==> src/rtl/multicycle_control_pkg.sv <==
// ---------------------------------------------------------------------------
// multicycle_pkg
// Shared definitions for the multi-cycle MIPS sequencing controller:
//   - state_e      : FSM state encoding (also exported on state_o for debug)
//   - OP_*         : opcodes of the supported instructions
//   - ALUOP_*      : ALU operation select codes
//   - ALUB_*       : ALU B-input mux select codes
//   - PCSRC_*      : PC source mux select codes
//   - op_supported : true for opcodes the controller knows how to sequence
// Optional feature macro used elsewhere in the slice: MULTICYCLE_MEM_WAIT_EN
// ---------------------------------------------------------------------------
package multicycle_pkg;

    typedef enum logic [3:0] {
        S_IDLE   = 4'd0,
        S_FETCH  = 4'd1,
        S_DECODE = 4'd2,
        S_MEMADR = 4'd3,
        S_MEMRD  = 4'd4,
        S_MEMWB  = 4'd5,
        S_MEMWR  = 4'd6,
        S_EXEC   = 4'd7,
        S_RWB    = 4'd8,
        S_BRANCH = 4'd9,
        S_JUMP   = 4'd10,
        S_ADDIEX = 4'd11,
        S_ADDIWB = 4'd12
    } state_e;

    localparam logic [5:0] OP_RTYPE = 6'b000000;
    localparam logic [5:0] OP_LW    = 6'b100011;
    localparam logic [5:0] OP_SW    = 6'b101011;
    localparam logic [5:0] OP_BEQ   = 6'b000100;
    localparam logic [5:0] OP_J     = 6'b000010;
    localparam logic [5:0] OP_ADDI  = 6'b001000;

    localparam logic [1:0] ALUOP_ADD   = 2'b00;
    localparam logic [1:0] ALUOP_SUB   = 2'b01;
    localparam logic [1:0] ALUOP_FUNCT = 2'b10;

    localparam logic [1:0] ALUB_REG     = 2'b00;
    localparam logic [1:0] ALUB_FOUR    = 2'b01;
    localparam logic [1:0] ALUB_IMM     = 2'b10;
    localparam logic [1:0] ALUB_IMM_SH2 = 2'b11;

    localparam logic [1:0] PCSRC_ALU    = 2'b00;
    localparam logic [1:0] PCSRC_ALUOUT = 2'b01;
    localparam logic [1:0] PCSRC_JUMP   = 2'b10;

    function automatic logic op_supported(input logic [5:0] op);
        return (op == OP_RTYPE) || (op == OP_LW) || (op == OP_SW) ||
               (op == OP_BEQ)   || (op == OP_J)  || (op == OP_ADDI);
    endfunction

endpackage

==> src/rtl/multicycle_control_if.sv <==
// ---------------------------------------------------------------------------
// multicycle_control_if
// Bundle of signals between the sequencing controller and the datapath.
//   datapath -> controller : start_i, Op_i[5:0], Zero_i, mem_ready_i (*)
//   controller -> datapath : pc_en_o, IorD_o, MemRead_o, MemWrite_o,
//                            IRWrite_o, RegDst_o, MemtoReg_o, RegWrite_o,
//                            ALUSrcA_o, ALUSrcB_o[1:0], ALUOp_o[1:0],
//                            PCSource_o[1:0], illegal_o, state_o[3:0]
//   (*) mem_ready_i exists only when MULTICYCLE_MEM_WAIT_EN is defined.
// Modports: master = controller side, slave = datapath side.
// ---------------------------------------------------------------------------
interface multicycle_control_if;

    logic       start_i;
    logic [5:0] Op_i;
    logic       Zero_i;
`ifdef MULTICYCLE_MEM_WAIT_EN
    logic       mem_ready_i;
`endif

    logic       pc_en_o;
    logic       IorD_o;
    logic       MemRead_o;
    logic       MemWrite_o;
    logic       IRWrite_o;
    logic       RegDst_o;
    logic       MemtoReg_o;
    logic       RegWrite_o;
    logic       ALUSrcA_o;
    logic [1:0] ALUSrcB_o;
    logic [1:0] ALUOp_o;
    logic [1:0] PCSource_o;
    logic       illegal_o;
    logic [3:0] state_o;

    modport master (
        input  
`ifdef MULTICYCLE_MEM_WAIT_EN
               mem_ready_i,
`endif
               start_i, Op_i, Zero_i,
        output pc_en_o, IorD_o, MemRead_o, MemWrite_o, IRWrite_o, RegDst_o,
               MemtoReg_o, RegWrite_o, ALUSrcA_o, ALUSrcB_o, ALUOp_o,
               PCSource_o, illegal_o, state_o
    );

    modport slave (
        output 
`ifdef MULTICYCLE_MEM_WAIT_EN
               mem_ready_i,
`endif
               start_i, Op_i, Zero_i,
        input  pc_en_o, IorD_o, MemRead_o, MemWrite_o, IRWrite_o, RegDst_o,
               MemtoReg_o, RegWrite_o, ALUSrcA_o, ALUSrcB_o, ALUOp_o,
               PCSource_o, illegal_o, state_o
    );

endinterface

==> src/rtl/multicycle_control_out_decode.sv <==
// ---------------------------------------------------------------------------
// multicycle_out_decode
// Purely combinational Moore output map: current state -> control strobes.
// Only pc_en_o in BRANCH depends on an input (zero_i); with
// MULTICYCLE_MEM_WAIT_EN defined, IRWrite_o/pc_en_o in FETCH are also gated
// by mem_ready_i so the PC and IR only update once the fetch completes.
// Ports:
//   state_i     in  state_e  current FSM state
//   mem_ready_i in  1        memory done (only with MULTICYCLE_MEM_WAIT_EN)
//   zero_i      in  1        ALU zero flag
//   *_o         out          control strobes, see multicycle_control_if
// ---------------------------------------------------------------------------
module multicycle_out_decode
    import multicycle_pkg::*;
(
    input  state_e     state_i,
`ifdef MULTICYCLE_MEM_WAIT_EN
    input  logic       mem_ready_i,
`endif
    input  logic       zero_i,
    output logic       pc_en_o,
    output logic       IorD_o,
    output logic       MemRead_o,
    output logic       MemWrite_o,
    output logic       IRWrite_o,
    output logic       RegDst_o,
    output logic       MemtoReg_o,
    output logic       RegWrite_o,
    output logic       ALUSrcA_o,
    output logic [1:0] ALUSrcB_o,
    output logic [1:0] ALUOp_o,
    output logic [1:0] PCSource_o
);

    logic mem_rdy;
`ifdef MULTICYCLE_MEM_WAIT_EN
    assign mem_rdy = mem_ready_i;
`else
    assign mem_rdy = 1'b1;
`endif

    always_comb begin
        pc_en_o    = 1'b0;
        IorD_o     = 1'b0;
        MemRead_o  = 1'b0;
        MemWrite_o = 1'b0;
        IRWrite_o  = 1'b0;
        RegDst_o   = 1'b0;
        MemtoReg_o = 1'b0;
        RegWrite_o = 1'b0;
        ALUSrcA_o  = 1'b0;
        ALUSrcB_o  = ALUB_REG;
        ALUOp_o    = ALUOP_ADD;
        PCSource_o = PCSRC_ALU;
        case (state_i)
            S_FETCH: begin
                // The read strobe stays up for the whole wait; the loads
                // only fire in the cycle the instruction word is valid.
                MemRead_o = 1'b1;
                IRWrite_o = mem_rdy;
                ALUSrcB_o = ALUB_FOUR;
                pc_en_o   = mem_rdy;
            end
            S_DECODE: begin
                // Speculative branch target into ALUOut.
                ALUSrcB_o = ALUB_IMM_SH2;
            end
            S_MEMADR, S_ADDIEX: begin
                ALUSrcA_o = 1'b1;
                ALUSrcB_o = ALUB_IMM;
            end
            S_MEMRD: begin
                IorD_o    = 1'b1;
                MemRead_o = 1'b1;
            end
            S_MEMWB: begin
                MemtoReg_o = 1'b1;
                RegWrite_o = 1'b1;
            end
            S_MEMWR: begin
                IorD_o     = 1'b1;
                MemWrite_o = 1'b1;
            end
            S_EXEC: begin
                ALUSrcA_o = 1'b1;
                ALUOp_o   = ALUOP_FUNCT;
            end
            S_RWB: begin
                RegDst_o   = 1'b1;
                RegWrite_o = 1'b1;
            end
            S_ADDIWB: begin
                RegWrite_o = 1'b1;
            end
            S_BRANCH: begin
                ALUSrcA_o  = 1'b1;
                ALUOp_o    = ALUOP_SUB;
                PCSource_o = PCSRC_ALUOUT;
                pc_en_o    = zero_i;
            end
            S_JUMP: begin
                PCSource_o = PCSRC_JUMP;
                pc_en_o    = 1'b1;
            end
            default: ;  // IDLE and unused encodings drive nothing
        endcase
    end

endmodule

==> src/rtl/multicycle_control.sv <==
// ---------------------------------------------------------------------------
// multicycle_control
// Moore sequencing FSM for a multi-cycle MIPS core sharing one ALU and one
// unified memory. Holds the state register and next-state logic; the
// per-state strobes come from multicycle_out_decode.
// Ports:
//   clk_i  in   clock, all state changes on the rising edge
//   rst_i  in   synchronous active-high reset, returns to IDLE
//   bus    master modport of multicycle_control_if (start/opcode/zero in,
//          control strobes, illegal_o and state_o out)
// Optional: MULTICYCLE_MEM_WAIT_EN adds mem_ready_i; FETCH, MEMRD and MEMWR
// then hold until memory reports completion.
// ---------------------------------------------------------------------------
module multicycle_control
    import multicycle_pkg::*;
(
    input  logic                  clk_i,
    input  logic                  rst_i,
    multicycle_control_if.master  bus
);

    state_e state_q;
    state_e state_d;
    logic   mem_rdy;

`ifdef MULTICYCLE_MEM_WAIT_EN
    assign mem_rdy = bus.mem_ready_i;
`else
    assign mem_rdy = 1'b1;
`endif

    always_ff @(posedge clk_i) begin
        if (rst_i) begin
            state_q <= S_IDLE;
        end else begin
            state_q <= state_d;
        end
    end

    always_comb begin
        state_d = state_q;
        case (state_q)
            S_IDLE:   if (bus.start_i) state_d = S_FETCH;
            S_FETCH:  if (mem_rdy) state_d = S_DECODE;
            S_DECODE: begin
                case (bus.Op_i)
                    OP_RTYPE:     state_d = S_EXEC;
                    OP_LW, OP_SW: state_d = S_MEMADR;
                    OP_BEQ:       state_d = S_BRANCH;
                    OP_J:         state_d = S_JUMP;
                    OP_ADDI:      state_d = S_ADDIEX;
                    default:      state_d = S_FETCH;
                endcase
            end
            // Only lw and sw reach MEMADR, so anything but sw is a load.
            S_MEMADR: state_d = (bus.Op_i == OP_SW) ? S_MEMWR : S_MEMRD;
            S_MEMRD:  if (mem_rdy) state_d = S_MEMWB;
            S_MEMWR:  if (mem_rdy) state_d = S_FETCH;
            S_EXEC:   state_d = S_RWB;
            S_ADDIEX: state_d = S_ADDIWB;
            S_MEMWB, S_RWB, S_BRANCH, S_JUMP, S_ADDIWB: state_d = S_FETCH;
            default:  state_d = S_FETCH;  // recover from unused encodings
        endcase
    end

    multicycle_out_decode u_out_decode (
        .state_i     (state_q),
`ifdef MULTICYCLE_MEM_WAIT_EN
        .mem_ready_i (bus.mem_ready_i),
`endif
        .zero_i      (bus.Zero_i),
        .pc_en_o     (bus.pc_en_o),
        .IorD_o      (bus.IorD_o),
        .MemRead_o   (bus.MemRead_o),
        .MemWrite_o  (bus.MemWrite_o),
        .IRWrite_o   (bus.IRWrite_o),
        .RegDst_o    (bus.RegDst_o),
        .MemtoReg_o  (bus.MemtoReg_o),
        .RegWrite_o  (bus.RegWrite_o),
        .ALUSrcA_o   (bus.ALUSrcA_o),
        .ALUSrcB_o   (bus.ALUSrcB_o),
        .ALUOp_o     (bus.ALUOp_o),
        .PCSource_o  (bus.PCSource_o)
    );

    assign bus.illegal_o = (state_q == S_DECODE) && !op_supported(bus.Op_i);
    assign bus.state_o   = state_q;

endmodule

==> src/flat_wrapper.sv <==
// flat-port wrapper written by rule: the top's interface ports become plain ports
module multicycle_control_flat import multicycle_pkg::*;
  (clk_i, rst_i, bus_start_i, bus_Op_i, bus_Zero_i, bus_pc_en_o, bus_IorD_o, bus_MemRead_o, bus_MemWrite_o, bus_IRWrite_o, bus_RegDst_o, bus_MemtoReg_o, bus_RegWrite_o, bus_ALUSrcA_o, bus_ALUSrcB_o, bus_ALUOp_o, bus_PCSource_o, bus_illegal_o, bus_state_o);
  multicycle_control_if bus_i ();
  input  logic clk_i;
  input  logic rst_i;
  input wire logic [$bits(bus_i.start_i)-1:0] bus_start_i;
  input wire logic [$bits(bus_i.Op_i)-1:0] bus_Op_i;
  input wire logic [$bits(bus_i.Zero_i)-1:0] bus_Zero_i;
  output wire logic [$bits(bus_i.pc_en_o)-1:0] bus_pc_en_o;
  output wire logic [$bits(bus_i.IorD_o)-1:0] bus_IorD_o;
  output wire logic [$bits(bus_i.MemRead_o)-1:0] bus_MemRead_o;
  output wire logic [$bits(bus_i.MemWrite_o)-1:0] bus_MemWrite_o;
  output wire logic [$bits(bus_i.IRWrite_o)-1:0] bus_IRWrite_o;
  output wire logic [$bits(bus_i.RegDst_o)-1:0] bus_RegDst_o;
  output wire logic [$bits(bus_i.MemtoReg_o)-1:0] bus_MemtoReg_o;
  output wire logic [$bits(bus_i.RegWrite_o)-1:0] bus_RegWrite_o;
  output wire logic [$bits(bus_i.ALUSrcA_o)-1:0] bus_ALUSrcA_o;
  output wire logic [$bits(bus_i.ALUSrcB_o)-1:0] bus_ALUSrcB_o;
  output wire logic [$bits(bus_i.ALUOp_o)-1:0] bus_ALUOp_o;
  output wire logic [$bits(bus_i.PCSource_o)-1:0] bus_PCSource_o;
  output wire logic [$bits(bus_i.illegal_o)-1:0] bus_illegal_o;
  output wire logic [$bits(bus_i.state_o)-1:0] bus_state_o;
  assign bus_i.start_i = bus_start_i;
  assign bus_i.Op_i = bus_Op_i;
  assign bus_i.Zero_i = bus_Zero_i;
  assign bus_pc_en_o = bus_i.pc_en_o;
  assign bus_IorD_o = bus_i.IorD_o;
  assign bus_MemRead_o = bus_i.MemRead_o;
  assign bus_MemWrite_o = bus_i.MemWrite_o;
  assign bus_IRWrite_o = bus_i.IRWrite_o;
  assign bus_RegDst_o = bus_i.RegDst_o;
  assign bus_MemtoReg_o = bus_i.MemtoReg_o;
  assign bus_RegWrite_o = bus_i.RegWrite_o;
  assign bus_ALUSrcA_o = bus_i.ALUSrcA_o;
  assign bus_ALUSrcB_o = bus_i.ALUSrcB_o;
  assign bus_ALUOp_o = bus_i.ALUOp_o;
  assign bus_PCSource_o = bus_i.PCSource_o;
  assign bus_illegal_o = bus_i.illegal_o;
  assign bus_state_o = bus_i.state_o;
  multicycle_control u_core (.clk_i(clk_i), .rst_i(rst_i), .bus(bus_i));
endmodule
==> config.mk <==
export PLATFORM = sky130hd
export DESIGN_NAME = multicycle_control_flat
export DESIGN_NICKNAME = d
export VERILOG_FILES = /design/src/rtl/multicycle_control_pkg.sv /design/src/rtl/multicycle_control_if.sv /design/src/rtl/multicycle_control_out_decode.sv /design/src/rtl/multicycle_control.sv /design/src/flat_wrapper.sv
export SDC_FILE = /design/constraint.sdc
export NUM_CORES = 1
export LEC_CHECK = 0
export CAP_MARGIN = 20
export CORE_ASPECT_RATIO = 0.9
export CORE_MARGIN = 10
export CORE_UTILIZATION = 31
export CTS_CLUSTER_DIAMETER = 150
export CTS_CLUSTER_SIZE = 10
export DETAILED_ROUTE_END_ITERATION = 10
export PLACE_DENSITY = 0.8
export SLEW_MARGIN = 25
export SYNTH_ARGS = -nofsm -noshare
export SYNTH_HDL_FRONTEND = slang
export SYNTH_SLANG_ARGS = --single-unit
export TNS_END_PERCENT = 5
==> constraint.sdc <==
create_clock -name clk_i -period 1.7 [get_ports clk_i]
set_clock_uncertainty 0.05 [all_clocks]
set_input_delay 0.17 -clock clk_i [delete_from_list [all_inputs] [get_ports clk_i]]
set_output_delay 0.17 -clock clk_i [all_outputs]
set_load 0.03 [all_outputs]
==> reports/summary.txt <==
RUN
---------------------------------------------------------------------------------
Number of maximum-capacitance violations                                        0

SETUP PATH
---------------------------------------------------------------------------------
Count of cells along the worst register-to-register path                        3
Type of the worst setup path                                         register to output port
Worst path cell trace                                                or4b_4 > buf_6 > a21oi_2 > buf_6
Launching element type of the critical path                              register
Buf+Inv Stages, Crit Path                                                       2
Critical path's most frequent cell                                          buf_6
Slowest library cell on the worst path                                     or4b_4
Crit path capture type                                                output port
Worst Path Arrival                                                        1520 ps
Kind of cell adding the most delay to the critical path              simple AND/OR/NAND/NOR gates
Highest cell delay on the worst timing path                                550 ps
R2r endpoint                                                         u_core.bus.state_o[3]
Critical-path maximum fanout                                                    3
Worst R2R Start                                                      u_core.bus.state_o[3]
Flop-to-flop setup slack                                                   -20 ps
Required time at the worst-slack endpoint                                 1480 ps

OUTCOME
---------------------------------------------------------------------------------
Outcome                                                              finished with violations
Failing checks                                                       negative setup slack

FINAL LAYOUT
---------------------------------------------------------------------------------
Flip-flop count of the largest register after layout                            4
Synth-to-Final Area Change                                                  80.9%
ANT cells                                                                       0
Final standard cell count with taps included and fillers excluded             140
Total of fill cells in the finished design                                    157
Final Net Count                                                               127
Core occupancy in the finished layout                                       0.592
Register area                                                            92.6 um2
Fraction of layout instances using a drive strength above 1                 0.345
Footprint of the multi-input gates                                        445 um2

POWER AND IR DROP
---------------------------------------------------------------------------------
Net switching share of the total power                                      0.315
Pwr/cell area                                                          356 mW/mm2
Combinational share of power                                                0.345
Largest voltage drop on the vdd net                                      0.230 mV
Leakage                                                                  0.431 nW
Sequential share of power                                                   0.269
PnR Total Power                                                          0.351 mW
Pint                                                                     0.240 mW
Share of power burned in the clock network                                  0.385
Power spent charging and discharging nets                                0.111 mW

TIMING
---------------------------------------------------------------------------------
Fmax                                                                      575 MHz
Worst relative slew slack                                                   0.744
Share of the clock period used by the worst path after layout                1.02
Final setup TNS                                                          -63.5 ps
Max Transition Viols Final                                                      0
Slew of the pin with the lowest slew margin                                381 ps
Number of hold violations in the final report                                   0
Count of endpoints failing setup in the final report                            2
Worst Hold Slack                                                           511 ps
Unrepaired setup endpoints after global routing                              true
Post-route worst setup slack                                             -39.8 ps
Post-layout min period                                                    1740 ps

LOGIC SYNTHESIS
---------------------------------------------------------------------------------
Sequential element share of the synthesized area                            0.147
Flip-flop cell with the highest count after synthesis                     dfxtp_1
Synthesized flop and latch total                                                4
Mapped Nets                                                                    90
Share of the synthesized area in the top cell type                          0.147
Top post-synthesis cells by count                                    nor2_1 (9), nor3_1 (7), a21oi_1 (5), dfxtp_1 (4), nand2b_1 (4)
Library cell with the largest summed area after synthesis                 dfxtp_1
Most used standard cell by instance count after synthesis                  nor2_1
Number of enable-type register cells in the synthesized netlist                 0
Area of the mapped netlist                                                544 um2
Fraction of registers with async set/reset                                      0
Most area-consuming cells after synthesis                            dfxtp_1 (15%), nor3_1 (6.4%), nor2_1 (6.2%)
Average cell area after synthesis                                        6.80 um2
Syn Inst Count                                                                 80
Number of unique standard cell types used by synthesis                         36
Number of synthesis warnings                                                    0

GLOBAL ROUTING
---------------------------------------------------------------------------------
Tot GR Track Use                                                           0.0888
Remaining global-route overflow                                                 0
Largest net degree at the start of global routing                              20
Number of global-route vias before repair                                     657
Wire length of the first global-routing pass                              2850 um
Initial antenna violation count                                                 0

PLACEMENT
---------------------------------------------------------------------------------
Number of I/O port buffers                                                     29
Placer's final routability congestion estimate                              0.823
Half-perimeter wire length after detailed placement                       1450 um
Instance count after placement with tap cells included                        136

ROUTE
---------------------------------------------------------------------------------
Number of DRC violations after detailed routing                                 0
Per-cell routed wire length                                               12.7 um
Number of optimization iterations in the first detailed-route pass              4
Post-route ant nets                                                             0
Number of vias per cell                                                      5.03
Routed via count                                                              704
Total detailed-routing wirelength                                         1780 um
DRC violation total after the first TritonRoute iteration                       6

CLOCK NETWORK
---------------------------------------------------------------------------------
Post-CTS Setup Repair Bufs                                                      0
CTS tree                                                                      yes
Clock latency on the worst-skew pair                                       240 ps
H-tree levels                                                                   1
Sinks on Clock Net                                                              4
Buffer type at the clock tree root                                       clkbuf_4
Total clock buffers created by CTS                                              3
Maximum number of buffers from clock root to sink                               2
Clock-pin transition on the worst setup and hold timing paths               40 ps

WORST HOLD PATH
---------------------------------------------------------------------------------
Source of the worst hold timing path                                        rst_i
Endpoint of the worst hold-timing path                               u_core.bus.state_o[3]
Tightest Hold Check Type                                             input port to register
Depth of the worst hold-timing path                                             2

FLOORPLANNING
---------------------------------------------------------------------------------
Num ports                                                                      30
Floorplan die width                                                       64.2 um
Effective utilization at floorplan                                          0.327
Die Outline Area                                                      0.00383 mm2
Site row count                                                                 14
Overall die height                                                        59.8 um
Core outline area                                                     0.00166 mm2

[per-layer routing]
metal	GRT usage	wire length, um	up-vias
li1	-	-	360
met1	0.0947	760	322
met2	0.159	873	19
met3	0.0355	123	3
met4	0.0274	20	0
met5	0	0	-
[final cells by class]
| type | instances | share of cell area |
|---|---|---|
| Clock buffer | 4 | 0.0267 |
| Multi-Input combinational cell | 64 | 0.452 |
| Inverter | 2 | 0.00762 |
| Tap cell | 24 | 0.0305 |
| Sequential cell | 4 | 0.0940 |
| Timing Repair Buffer | 42 | 0.389 |
[how the worst max path moves through the flow]
| stage | from | depth (start not counted) | slack (ps) | end |
|---|---|---|---|---|
| after global routing | u_core.bus.state_o[0] | 4 | -70 | bus_illegal_o |
| after floorplan | u_core.bus.state_o[0] | 4 | -190 | u_core.bus.state_o[3] |
| after detailed placement | bus_Op_i[0] | 4 | -50 | u_core.bus.state_o[3] |
| after global placement | bus_Op_i[0] | 4 | -20 | u_core.bus.state_o[3] |
| final | u_core.bus.state_o[3] | 4 | -40 | bus_illegal_o |
| after CTS | u_core.bus.state_o[3] | 4 | -40 | bus_illegal_o |
[what timing repair did]
action                                  CTS  global route
pin swaps                                 2             0
endpoints found under the setup margin   11             9
gates resized for setup                  12             6
hold buffers                              0             0
[through the flow]
step                area, um2  worst slack (ps)
CTS                       973             -43.9
floorplan                 601              -191
global placement          947             -21.7
finish                    985             -39.8
detailed placement        947             -49.8
global route              985             -66.8
[power groups by stage]
stage	Clock [mW]	Sequential, mW	Combinational (mW)
floorplan	0	0.0995	0.0602
global placement	0	0.0956	0.121
detailed placement	0	0.0959	0.123
CTS	0.137	0.0943	0.121
global route	0.142	0.0946	0.131
finish	0.135	0.0943	0.121
[worst reg2reg max path: cells and delay by family, from the launching register on]
kind               cells  cell delay [ps]
DFF                    1              330
AOI/OAI and AO/OA      1              210
and+or+nand+nor        2             1040
[logic make-up after synthesis]
logic type,after synthesis,synth area share
buffers and inverters,12,0.115
xor gates and xnor gates,5,0.0805
and+or+nand+nor,40,0.411
adders and majority gates,1,0.0184
AOI/OAI and AO/OA,18,0.228
DFF,4,0.147
[cells in the final DEF, fill, tap and decap left out, types with 2 or more instances in the layout]
cell	count
dlygate4sd2_1	4
dfxtp_4	3
nor4_1	2
buf_4	18
a21oi_1	3
o21ai_0	3
nor3_2	4
nand3b_1	2
inv_1	2
buf_6	2
clkdlybuf4s15_1	5
nor3_1	2
xor2_1	3
nand2_1	3
nand3_1	3
xnor2_1	2
a21oi_2	2
nor2_1	9
and3_1	2
nor2b_1	3
clkdlybuf4s50_1	12
clkbuf_4	3
nand2b_1	4
No activity file was read; power rests on OpenSTA's default activity.
